===== config.mk =====
export PLATFORM = sky130hd
export DESIGN_NAME = fft_dec
export DESIGN_NICKNAME = d
export VERILOG_FILES = /design/src/rtl/fft_dec_pkg.sv /design/src/rtl/fft_mag.sv /design/src/rtl/fft_dec.sv
export SDC_FILE = /design/constraint.sdc
export NUM_CORES = 1
export LEC_CHECK = 0
export ABC_AREA = 0
export ABC_CLOCK_PERIOD_IN_PS = 7600
export CAP_MARGIN = 20
export CORE_MARGIN = 8
export CORE_UTILIZATION = 35
export CTS_BUF_LIST = sky130_fd_sc_hd__clkbuf_4 sky130_fd_sc_hd__clkbuf_8
export DETAILED_ROUTE_END_ITERATION = 6
export PLACE_DENSITY = 0.51
export SETUP_SLACK_MARGIN = 0.05
export SLEW_MARGIN = 10
export SYNTH_ARGS = -nofsm -noshare
export SYNTH_HDL_FRONTEND = slang
export SYNTH_SLANG_ARGS = --single-unit

===== constraint.sdc =====
create_clock -name clk -period 7.6 [get_ports clk]
set_input_delay 0.76 -clock clk [delete_from_list [all_inputs] [get_ports clk]]
set_output_delay 0.76 -clock clk [all_outputs]
set_load 0.005 [all_outputs]

===== src/rtl/fft_dec_pkg.sv =====
// Shared types and width helpers for the dominant-frequency detector.
// FFTDEC_MAGSQ_EN selects squared magnitude instead of |re|+|im|.
package fft_dec_pkg;

    typedef enum logic [1:0] {
        IDLE   = 2'd0,
        ACCUM  = 2'd1,
        REPORT = 2'd2
    } state_t;

    function automatic int mag_width(input int bw);
`ifdef FFTDEC_MAGSQ_EN
        return 2 * bw + 1;
`else
        return bw + 1;
`endif
    endfunction

    // peak index is at most N-1 bits wide (positive half only)
    function automatic int prod_width(input int n, input int fs);
        return n - 1 + $clog2(fs + 1);
    endfunction

endpackage


===== src/rtl/fft_mag.sv =====
// Combinational magnitude of one complex bin: |re|+|im|, or re^2+im^2
// when FFTDEC_MAGSQ_EN is defined.
module fft_mag
    import fft_dec_pkg::*;
#(
    parameter int BIT_WIDTH = 16,
    localparam int MW = mag_width(BIT_WIDTH)
) (
    input  logic [2*BIT_WIDTH-1:0] bin,
    output logic [MW-1:0]          mag
);

    logic signed [BIT_WIDTH-1:0] re, im;
    assign re = bin[2*BIT_WIDTH-1:BIT_WIDTH];
    assign im = bin[BIT_WIDTH-1:0];

`ifdef FFTDEC_MAGSQ_EN
    logic signed [2*BIT_WIDTH-1:0] re_sq, im_sq;
    assign re_sq = re * re;
    assign im_sq = im * im;
    assign mag   = {1'b0, re_sq} + {1'b0, im_sq};
`else
    logic [BIT_WIDTH-1:0] re_abs, im_abs;
    // negating the most negative value wraps to 2**(BIT_WIDTH-1) unsigned,
    // which is exactly the magnitude we want
    assign re_abs = re[BIT_WIDTH-1] ? -re : re;
    assign im_abs = im[BIT_WIDTH-1] ? -im : im;
    assign mag    = {1'b0, re_abs} + {1'b0, im_abs};
`endif

endmodule


===== src/rtl/fft_dec.sv =====
// Tracks the strongest positive-frequency bin of each FFT frame and reports
// its frequency in Hz. Magnitude mode is selected by FFTDEC_MAGSQ_EN.
module fft_dec
    import fft_dec_pkg::*;
#(
    parameter int BIT_WIDTH = 16,
    parameter int N         = 9,
    parameter int FFT_SIZE  = 512,
    parameter int FS        = 48000
) (
    input  logic                   clk,
    input  logic                   reset,
    input  logic                   fft_done,
    input  logic [2*BIT_WIDTH-1:0] fft_result,
    output logic [BIT_WIDTH:0]     frequency,
    output logic                   note_dec
);

    localparam int MW = mag_width(BIT_WIDTH);
    localparam int PW = prod_width(N, FS);
    localparam int FW = BIT_WIDTH + 1;

    state_t        state, state_nxt;
    logic [N-1:0]  cnt, idx;
    logic          frame_start, last_bin, candidate, report;
    logic [MW-1:0] mag, peak_mag;
    logic [N-2:0]  peak_idx;
    logic [PW-1:0] prod;

    fft_mag #(.BIT_WIDTH(BIT_WIDTH)) u_mag (
        .bin (fft_result),
        .mag (mag)
    );

    always_ff @(posedge clk or negedge reset) begin
        if (!reset) state <= IDLE;
        else        state <= state_nxt;
    end

    always_comb begin
        state_nxt = state;
        case (state)
            IDLE:    if (fft_done) state_nxt = ACCUM;
            ACCUM:   if (last_bin) state_nxt = REPORT;
            // a bin arriving during REPORT is index 0 of the next frame
            REPORT:  state_nxt = fft_done ? ACCUM : IDLE;
            default: state_nxt = IDLE;
        endcase
    end

    always_comb begin
        idx         = (state == ACCUM) ? cnt : '0;
        frame_start = fft_done && (state != ACCUM);
        last_bin    = fft_done && (state == ACCUM) && (cnt == N'(FFT_SIZE - 1));
        candidate   = fft_done && (idx != '0) && (idx < N'(FFT_SIZE / 2));
        report      = (state == REPORT);
    end

    always_ff @(posedge clk or negedge reset) begin
        if (!reset)        cnt <= '0;
        else if (fft_done) cnt <= idx + N'(1);
    end

    always_ff @(posedge clk or negedge reset) begin
        if (!reset) begin
            peak_mag <= '0;
            peak_idx <= '0;
        end else if (frame_start) begin
            peak_mag <= '0;
            peak_idx <= '0;
        end else if (candidate && (mag > peak_mag)) begin
            peak_mag <= mag;
            peak_idx <= idx[N-2:0];
        end
    end

    assign prod = PW'(peak_idx) * PW'(FS);

    always_ff @(posedge clk or negedge reset) begin
        if (!reset) begin
            frequency <= '0;
            note_dec  <= 1'b0;
        end else begin
            note_dec <= report;
            if (report) frequency <= FW'(prod >> N);
        end
    end

endmodule


Word level (Yosys, flattened, before mapping)
Cells that the tools add are included.
Operators by class
  $add $sub $neg: 4
  $mul: 1
  magnitude comparators: 2
  equal/unequal tests: 6
  muxes and demuxes: 11
  reductions and logical operators: 10
Operators with widths (count)
  $mux 17: 2
  $mux 16: 2
  $neg 16->16: 2
  $add 16x16->17: 1
  $gt 17x17->1: 1
  $mul 8x9->17 const B: 1
  $mux 8: 2
  $add 9x1->9 const B: 1
  $eq 9x9->1 const B: 1
  $lt 9x9->1 const B: 1
  $mux 9: 1
  $reduce_bool 9->1: 1
  $logic_and 1x1->1: 6
  $pmux 2 s3: 1
  $mux 2: 2
  $ne 2x2->1 const B: 2
  $eq 2x1->1 const B: 1
  $eq 2x2->1 const B: 1
  $logic_not 2->1: 1
  $ne 2x1->1 const B: 1
  $reduce_and 2->1: 1
  $reduce_bool 2->1: 1
  $mux 1: 1
Word-level totals
  bits in registers: 52
  bits of input ports: 35
  output and inout port bits: 18
  logic and storage cells: 40

Longest topological paths before layout
Gate-level depths: netlist of the first run.
  depth after elaboration: 8
  depth in mapped cells: 24
  depth with buffers taken out: 21

Hierarchy
From an unflattened synthesis of the first run, not the netlist that was laid out.
Second synthesis, totals
  cell total of the unflattened synthesis: 666
  area, all modules: 5780.5 µm²
By module, submodules not included
  fft_dec: instances 1, cells each 470, area each 4329.2 µm², sequential area each 1301.2 µm²
  fft_mag: instances 1, cells each 196, area each 1451.4 µm², sequential area each 0.0 µm²

Worst setup path before layout of the first run
No wires, ideal clock.
  path kind: input to register
  start: input fft_result[7]
  end: register peak_mag[10]
  setup time: 0.132 ns
  data arrival time: 4.767 ns
  data required time: 7.468 ns
  setup slack: 2.701 ns
  cell stages on the path: 22
  buffers on the path: 3
  path through: or4_1 or3_1 or2_1 o21ai_0 xnor2_1 ha_1 clkbuf_1 a21o_1 a21oi_1 o2111ai_1 a31oi_1 xnor2_1 ha_1 nand2_1 nor2_1 nand4_1 a31oi_1 o21bai_4 buf_12 buf_12 mux2i_1 nor2_1
Between the ends
  longest elaborated chain between the ends: 6
  elaborated cells between the ends (all ways): 8
  classes of those cells: 2 x add/sub; 1 x order compare; 3 x mux; 2 x reduce/logical
RTL lines
  start: declaration: RTL line fft_dec.sv:14  | input logic [2*BIT_WIDTH-1:0] fft_result,
  $neg 16->16: RTL line fft_mag.sv:27  | assign im_abs = im[BIT_WIDTH-1] ? -im : im;
  $mux 16 *: RTL line fft_mag.sv:27
  $add 16x16->17 *: RTL line fft_mag.sv:28  | assign mag = {1'b0, re_abs} + {1'b0, im_abs};
  $gt 17x17->1: RTL line fft_dec.sv:71  | end else if (candidate && (mag > peak_mag)) begin
  $logic_and 1x1->1: RTL line fft_dec.sv:71
  $reduce_bool 2->1 (no source line)
  end signal: assignment: RTL line fft_dec.sv:72  | peak_mag <= mag;
  end: declaration: RTL line fft_dec.sv:26  | logic [MW-1:0] mag, peak_mag;
Mark *: on every way between the ends. The rest lies on a longest branch, timed or not. The select of a mux whose other input is x is not followed.
A chain may end at the register's enable or synchronous reset.

Worst setup path in the final report of the first run
  start: input fft_result[7]
  end: register peak_mag[12]
The elaborated chain is that of the path after synthesis.

==> results of run 1 <==
state kept, by name, summed over array words and instances, names as in the netlist:
signal     count
cnt            9
frequency     15
note_dec       1
peak_idx       8
peak_mag      17
state          2
cell usage after synthesis, types with 5 or more instances:
master     n
a211oi_2   5
a21o_1    12
a21oi_1   28
a31oi_1    7
and3_1     5
clkbuf_1  11
dfrtp_1   52
fa_1      26
ha_1      77
inv_1     73
mux2i_1   12
nand2_1   64
nand2b_1   8
nand3_1   23
nand4_1    6
nor2_1    30
nor2_2     5
nor3_1     9
o21a_1     5
o21ai_0   52
o31ai_1    9
xnor2_1   38
xor2_1    10
layer usage:
metal,global-route usage,wire length (µm)
met1,0.1442,5450
met2,0.2241,6050
met3,0.01647,247
met4,0.03674,173
met5,0,0
final timing paths:
kind | from | endpoint | slack [ps] | cells past startpoint
max in group asynchronous | reset | peak_mag[8] | 6570 | 2
worst min register to register | frequency[4] | frequency[4] | 480 | 2
worst min-delay path | frequency[4] | frequency[4] | 480 | 2
worst max register to register | peak_idx[5] | frequency[14] | 3210 | 14
min in group asynchronous | reset | frequency[3] | 570 | 2
worst max-delay path | fft_result[7] | peak_mag[12] | 2070 | 21
power groups by stage:
stage | Combinational (mW) | Clock [mW] | Sequential (mW)
after floorplan | 0.929 | 0 | 0.391
after global placement | 1.13 | 0 | 0.412
after detailed placement | 1.17 | 0 | 0.413
after CTS | 1.17 | 0.181 | 0.407
after global routing | 1.33 | 0.193 | 0.417
final | 1.15 | 0.174 | 0.406
cells by family after synthesis:
group / share of synthesized area
and+or+nand+nor: 0.1440
xor gates and xnor gates: 0.07595
adders and majority gates: 0.2681
AOI/OAI and AO/OA: 0.1806
buffers and inverters: 0.07188
other: 0.0006775
DFF: 0.2351
muxes: 0.02373
cell type report:
type / count / area, µm² / share of cell area
Inverter: 73 / 274.0 / 0.04325
Tap cell: 216 / 270.3 / 0.04265
Timing Repair Buffer: 55 / 553.0 / 0.08728
Sequential cell: 52 / 1301 / 0.2054
Clock inverter: 1 / 7.507 / 0.001185
Clock buffer: 7 / 90.09 / 0.01422
Multi-Input combinational cell: 482 / 3840 / 0.6060
worst min-delay path: cells and delay by family (launching register included):
family / cells / cell delay [ps]
AOI/OAI and AO/OA: 1 / 60
DFF: 1 / 350
and+or+nand+nor: 1 / 40
cell usage in the layout (no fill, tap or decap), drive strengths merged, types with 9 or more instances in the layout:
| cell | instances |
|---|---|
| nor3 | 9 |
| nand2 | 64 |
| fa | 26 |
| clkdlybuf4s50 | 49 |
| xnor2 | 38 |
| xor2 | 10 |
| nand3 | 23 |
| inv | 73 |
| mux2i | 12 |
| ha | 77 |
| nor2 | 35 |
| o21ai | 54 |
| dfrtp | 52 |
| a21oi | 28 |
| o31ai | 10 |
| a21o | 12 |
==> impl_metrics.json, run 1 <==
{
  "status": "complete, no violations",
  "start_kind": "input port",
  "numCtsBuffers": 5,
  "yosysTopAreaCell": "dfrtp_1",
  "cts-hold-fix-buffers": 0,
  "antenna_found_initial": 0,
  "drv_cap": 0,
  "netlist_top_cells_area": "dfrtp_1 24%, ha_1 17%, fa_1 9.4%",
  "path_cells": "clkdlybuf4s50_1 > or4_1 > or3_1 > or2_1 > o21ai_0 > xnor2_1 > ha_1 > a21o_1 > a21oi_1 > o2111ai_1 > a31oi_1 > xnor2_1 > ha_1 > nand2_1 > nor2_1 > nand4_1 > a31oi_1 > o21bai_4 > buf_16 > mux2i_1 > nor2_1",
  "drtPass1Iterations": 4,
  "ctsHtreeMaxLevel": 2,
  "whs_ps": 484.5,
  "synth-edff-count": 0,
  "swShare": 0.4600,
  "worstPathRequired_ps": 7800,
  "dp.cells": 877,
  "cp.arrival_ps": 5730,
  "initial_utilization": 0.3536,
  "synth_top_area_frac": 0.2351,
  "critPathSlowestCell": "or4_1",
  "drive_gt1_frac": 0.04925,
  "grt_pass1_wl_um": 20450,
  "grt_max_degree": 53,
  "fillCellCount": 1571,
  "ys_seq_area_frac": 0.2351,
  "p_switching_mw": 0.7970,
  "layout.nets": 807,
  "synth_area_um2": 5535,
  "cts_num_sinks": 52,
  "grt_overflow": 0,
  "hpwl_um": 9969,
  "cpLargestDelayFamily": "compound AO/OA/AOI/OAI gates",
  "routabilityCongestion": 0.8404,
  "dp_slack_ps": 1531,
  "period_share": 0.7275,
  "fin_skew_ps": 8.493,
  "cts_setup_buffers": 0,
  "maxSlewHeadroom": 0.5318,
  "fin_setup_tns_ps": 0,
  "area_delta_synth_final_pct": 14.47,
  "p_comb_frac": 0.665,
  "grtUsageTotal": 0.1221,
  "fp.dieW_um": 141.8,
  "clk_pin_slew_ps": 90,
  "power.total_mw": 1.733,
  "vias": 4419,
  "dieArea_um2": 20100,
  "setup_violations": 0,
  "ios": 53,
  "worstSkewPairLatency_ps": 310,
  "pwr-share-clk": 0.100,
  "ys_types": 60,
  "leakagePower_nw": 3.084,
  "cts_tree": "yes",
  "grt_pass1_vias": 4538,
  "cp.buffers_inverters": 2,
  "drv_slew": 0,
  "max_slew.worst_pin.slew_ps": 702.3,
  "numPortBuffers": 50,
  "netlist_instances": 625,
  "cts_root_buf": "clkbuf_8",
  "synth_warnings": 0,
  "setup_slack_ps": 2071,
  "crit_type": "input port to register",
  "hp-class": "register to register",
  "avgSynthCellArea_um2": 8.856,
  "row_count": 46,
  "fin_util": 0.4047,
  "clockBufferDepth": 2,
  "wirelength_um": 11920,
  "fin_crit_ps": 5529,
  "fmax_mhz": 180.9,
  "design_area_um2": 6336,
  "wl_per_cell_um": 13.46,
  "pwr-share-seq": 0.234,
  "placed_area_um2": 6211,
  "vdd_drop_max_uv": 150.9,
  "core-area_um2": 15660,
  "post_cts_resized": 0,
  "routed_via_density": 4.988,
  "critPathCaptureType": "register",
  "die_y_um": 141.8,
  "ys_ff_latch": 52,
  "layout.cells.non_filler": 886,
  "cp_max_fo": 25,
  "drcViolationCount": 0,
  "drt_iter0_markers": 186,
  "p_int_mw": 0.9355,
  "antenna_left": 0,
  "max_stage_delay_ps": 560,
  "finalHoldViolCount": 0,
  "power.density_nw_per_um2": 273.4,
  "async_flop_share": 1.000,
  "diodes": 0,
  "ys.flop_type": "dfrtp_1",
  "rsz0062_at_grt": "false"
}
No activity file was read; power rests on OpenSTA's default activity.
==> run 2, diff against run 1 <==
--- a/config.mk
+++ b/config.mk
@@ -6,7 +6,7 @@
 export NUM_CORES = 1
 export LEC_CHECK = 0
 export ABC_AREA = 0
-export ABC_CLOCK_PERIOD_IN_PS = 7600
+export ABC_CLOCK_PERIOD_IN_PS = 5400
 export CAP_MARGIN = 20
 export CORE_MARGIN = 8
 export CORE_UTILIZATION = 35
==> constraint.sdc (replaced) <==
create_clock -name clk -period 5.4 [get_ports clk]
set_input_delay 0.54 -clock clk [delete_from_list [all_inputs] [get_ports clk]]
set_output_delay 0.54 -clock clk [all_outputs]
set_load 0.005 [all_outputs]
==> run 2 against run 1 <==
Clock skew hardly changed; combinational power is 40% higher; worst hold slack worse by 170 ps; first-iteration DRC count is 7.5% lower; cell area is 0.55% higher; power is 39% higher; largest cell class unchanged; largest power group unchanged; highest routed layer unchanged.
==> impl_metrics.json, run 2 (synthesized netlist as in run 1, its figures left out) <==
{
  "clockBufferDepth": 2,
  "die_y_um": 141.8,
  "ios": 53,
  "setup_violations": 0,
  "max_slew.worst_pin.slew_ps": 688.3,
  "cp.arrival_ps": 5150,
  "cp_max_fo": 11,
  "fin_setup_tns_ps": 0,
  "r2r_cells": 14,
  "top_usage_layer": "met2",
  "hp-class": "input port to asynchronous set/reset pin",
  "layout.nets": 814,
  "power.total_mw": 2.415,
  "reg2reg_to": "frequency[13]",
  "cts_root_buf": "clkbuf_8",
  "grt_max_degree": 53,
  "period_share": 0.9142,
  "grtUsageTotal": 0.1264,
  "status": "complete, no violations",
  "dieArea_um2": 20100,
  "core-area_um2": 15660,
  "wl_per_cell_um": 13.55,
  "fillCellCount": 1590,
  "fin_skew_ps": 8.677,
  "diodes": 0,
  "routed_via_density": 4.962,
  "antenna_left": 0,
  "start_kind": "input port",
  "top_regs": "peak_mag: 17 flops, frequency: 15 flops, cnt: 9 flops",
  "wirelength_um": 12100,
  "initial_utilization": 0.3536,
  "placed_area_um2": 6284,
  "fmax_mhz": 202.6,
  "rsz0062_at_grt": "false",
  "largest_register_ff_count": 17,
  "drv_cap": 0,
  "post_cts_resized": 0,
  "fp.dieW_um": 141.8,
  "drt_iter0_markers": 172,
  "grt_pass1_wl_um": 21310,
  "drv_slew": 0,
  "fin_crit_ps": 4937,
  "drcViolationCount": 0,
  "mostFrequentLayoutCell": "ha_1",
  "drtPass1Iterations": 4,
  "finalHoldViolCount": 0,
  "crit_type": "input port to register",
  "critPathCaptureType": "register",
  "reg2reg_from": "peak_idx[5]",
  "row_count": 46,
  "design_area_um2": 6371,
  "routabilityCongestion": 0.8106,
  "final_cell_mix": "77 x ha_1, 73 x inv_1, 64 x nand2_1",
  "clk_pin_slew_ps": 100,
  "cts_tree": "yes",
  "hpwl_um": 10220,
  "leakagePower_nw": 3.115,
  "grt_pass1_vias": 4632,
  "numPortBuffers": 50,
  "grtUsageMet3": 0.01714,
  "drive_gt1_frac": 0.05908,
  "r2r_slack_ps": 930,
  "vdd_drop_max_uv": 194.0,
  "whs_ps": 316.4,
  "antenna_found_initial": 0,
  "worstSkewPairLatency_ps": 320,
  "maxSlewHeadroom": 0.5412,
  "cts_setup_buffers": 0,
  "cts_num_sinks": 52,
  "gr-usage-met1": 0.1493,
  "vias": 4431,
  "grt_overflow": 0,
  "numCtsBuffers": 5,
  "cts-hold-fix-buffers": 0,
  "worstPathRequired_ps": 5610,
  "use_met2": 0.2355,
  "power.density_nw_per_um2": 379.0,
  "ctsHtreeMaxLevel": 2,
  "area_delta_synth_final_pct": 15.10,
  "largest_register": "peak_mag"
}
[run 2: cell types whose count changed in the layout (fill, tap and decap cells not counted)]
cell,change
buf_12,+1
buf_16,-1
buf_4,+7
clkbuf_4,-1
clkbuf_8,-1
clkinv_2,+2
clkinv_4,+1
clkinvlp_4,-1
[run 2: routing by layer]
layer | up-vias | part of all wire
met3 | 6 | 0.027
met1 | 2108 | 0.46
met4 | 0 | 0.0097
met5 | - | 0
li1 | 2261 | -
met2 | 56 | 0.50
[run 2: cell type report]
| type | count | area [µm²] | share of cell area |
|---|---|---|---|
| multi-input cells | 482 | 3840 | 0.6027 |
| flip-flops and latches | 52 | 1301 | 0.2042 |
| repair buffers | 62 | 598.1 | 0.09387 |
| inverters | 73 | 274.0 | 0.04301 |
| well taps | 216 | 270.3 | 0.04242 |
| clock buffers | 5 | 68.82 | 0.01080 |
| clock inverters | 3 | 18.77 | 0.002946 |
[run 2: worst max path at each step]
stage / to / from
detailed placement: peak_mag[10] / fft_result[7]
floorplan: peak_mag[10] / fft_result[7]
global route: peak_mag[11] / fft_result[7]
global placement: peak_mag[15] / fft_result[7]
CTS: peak_mag[11] / fft_result[7]
finish: peak_mag[11] / fft_result[7]
[run 2: power breakdown]
group	switching (mW)	internal [mW]	total [mW]
Sequential	0.0896	0.481	0.571
Combinational	0.890	0.722	1.61
Clock	0.141	0.0909	0.232
Total	1.12	1.29	2.41
[run 2: stage by stage]
stage | util | cells | setup WS (ps)
floorplan | - | 626 | 721.3
global placement | 0.4014 | 885 | 251.1
detailed placement | 0.4014 | 885 | 140.8
CTS | 0.4070 | 893 | 482.0
global route | 0.4070 | 893 | 51.28
finish | 0.4070 | 893 | 463.4
[run 2: critical path, cell delays in order]
cell and delay, ps:
clkdlybuf4s50_1 450, or4_1 560, or3_1 380, or2_1 220, o21ai_0 190, xnor2_1 150
ha_1 270, a21o_1 220, a21oi_1 220, o2111ai_1 150, a31oi_1 220, xnor2_1 120
ha_1 280, nand2_1 60, nor2_1 150, nand4_1 150, o21ai_2 150, o21bai_4 140
buf_4 250, mux2i_1 220, nor2_1 50
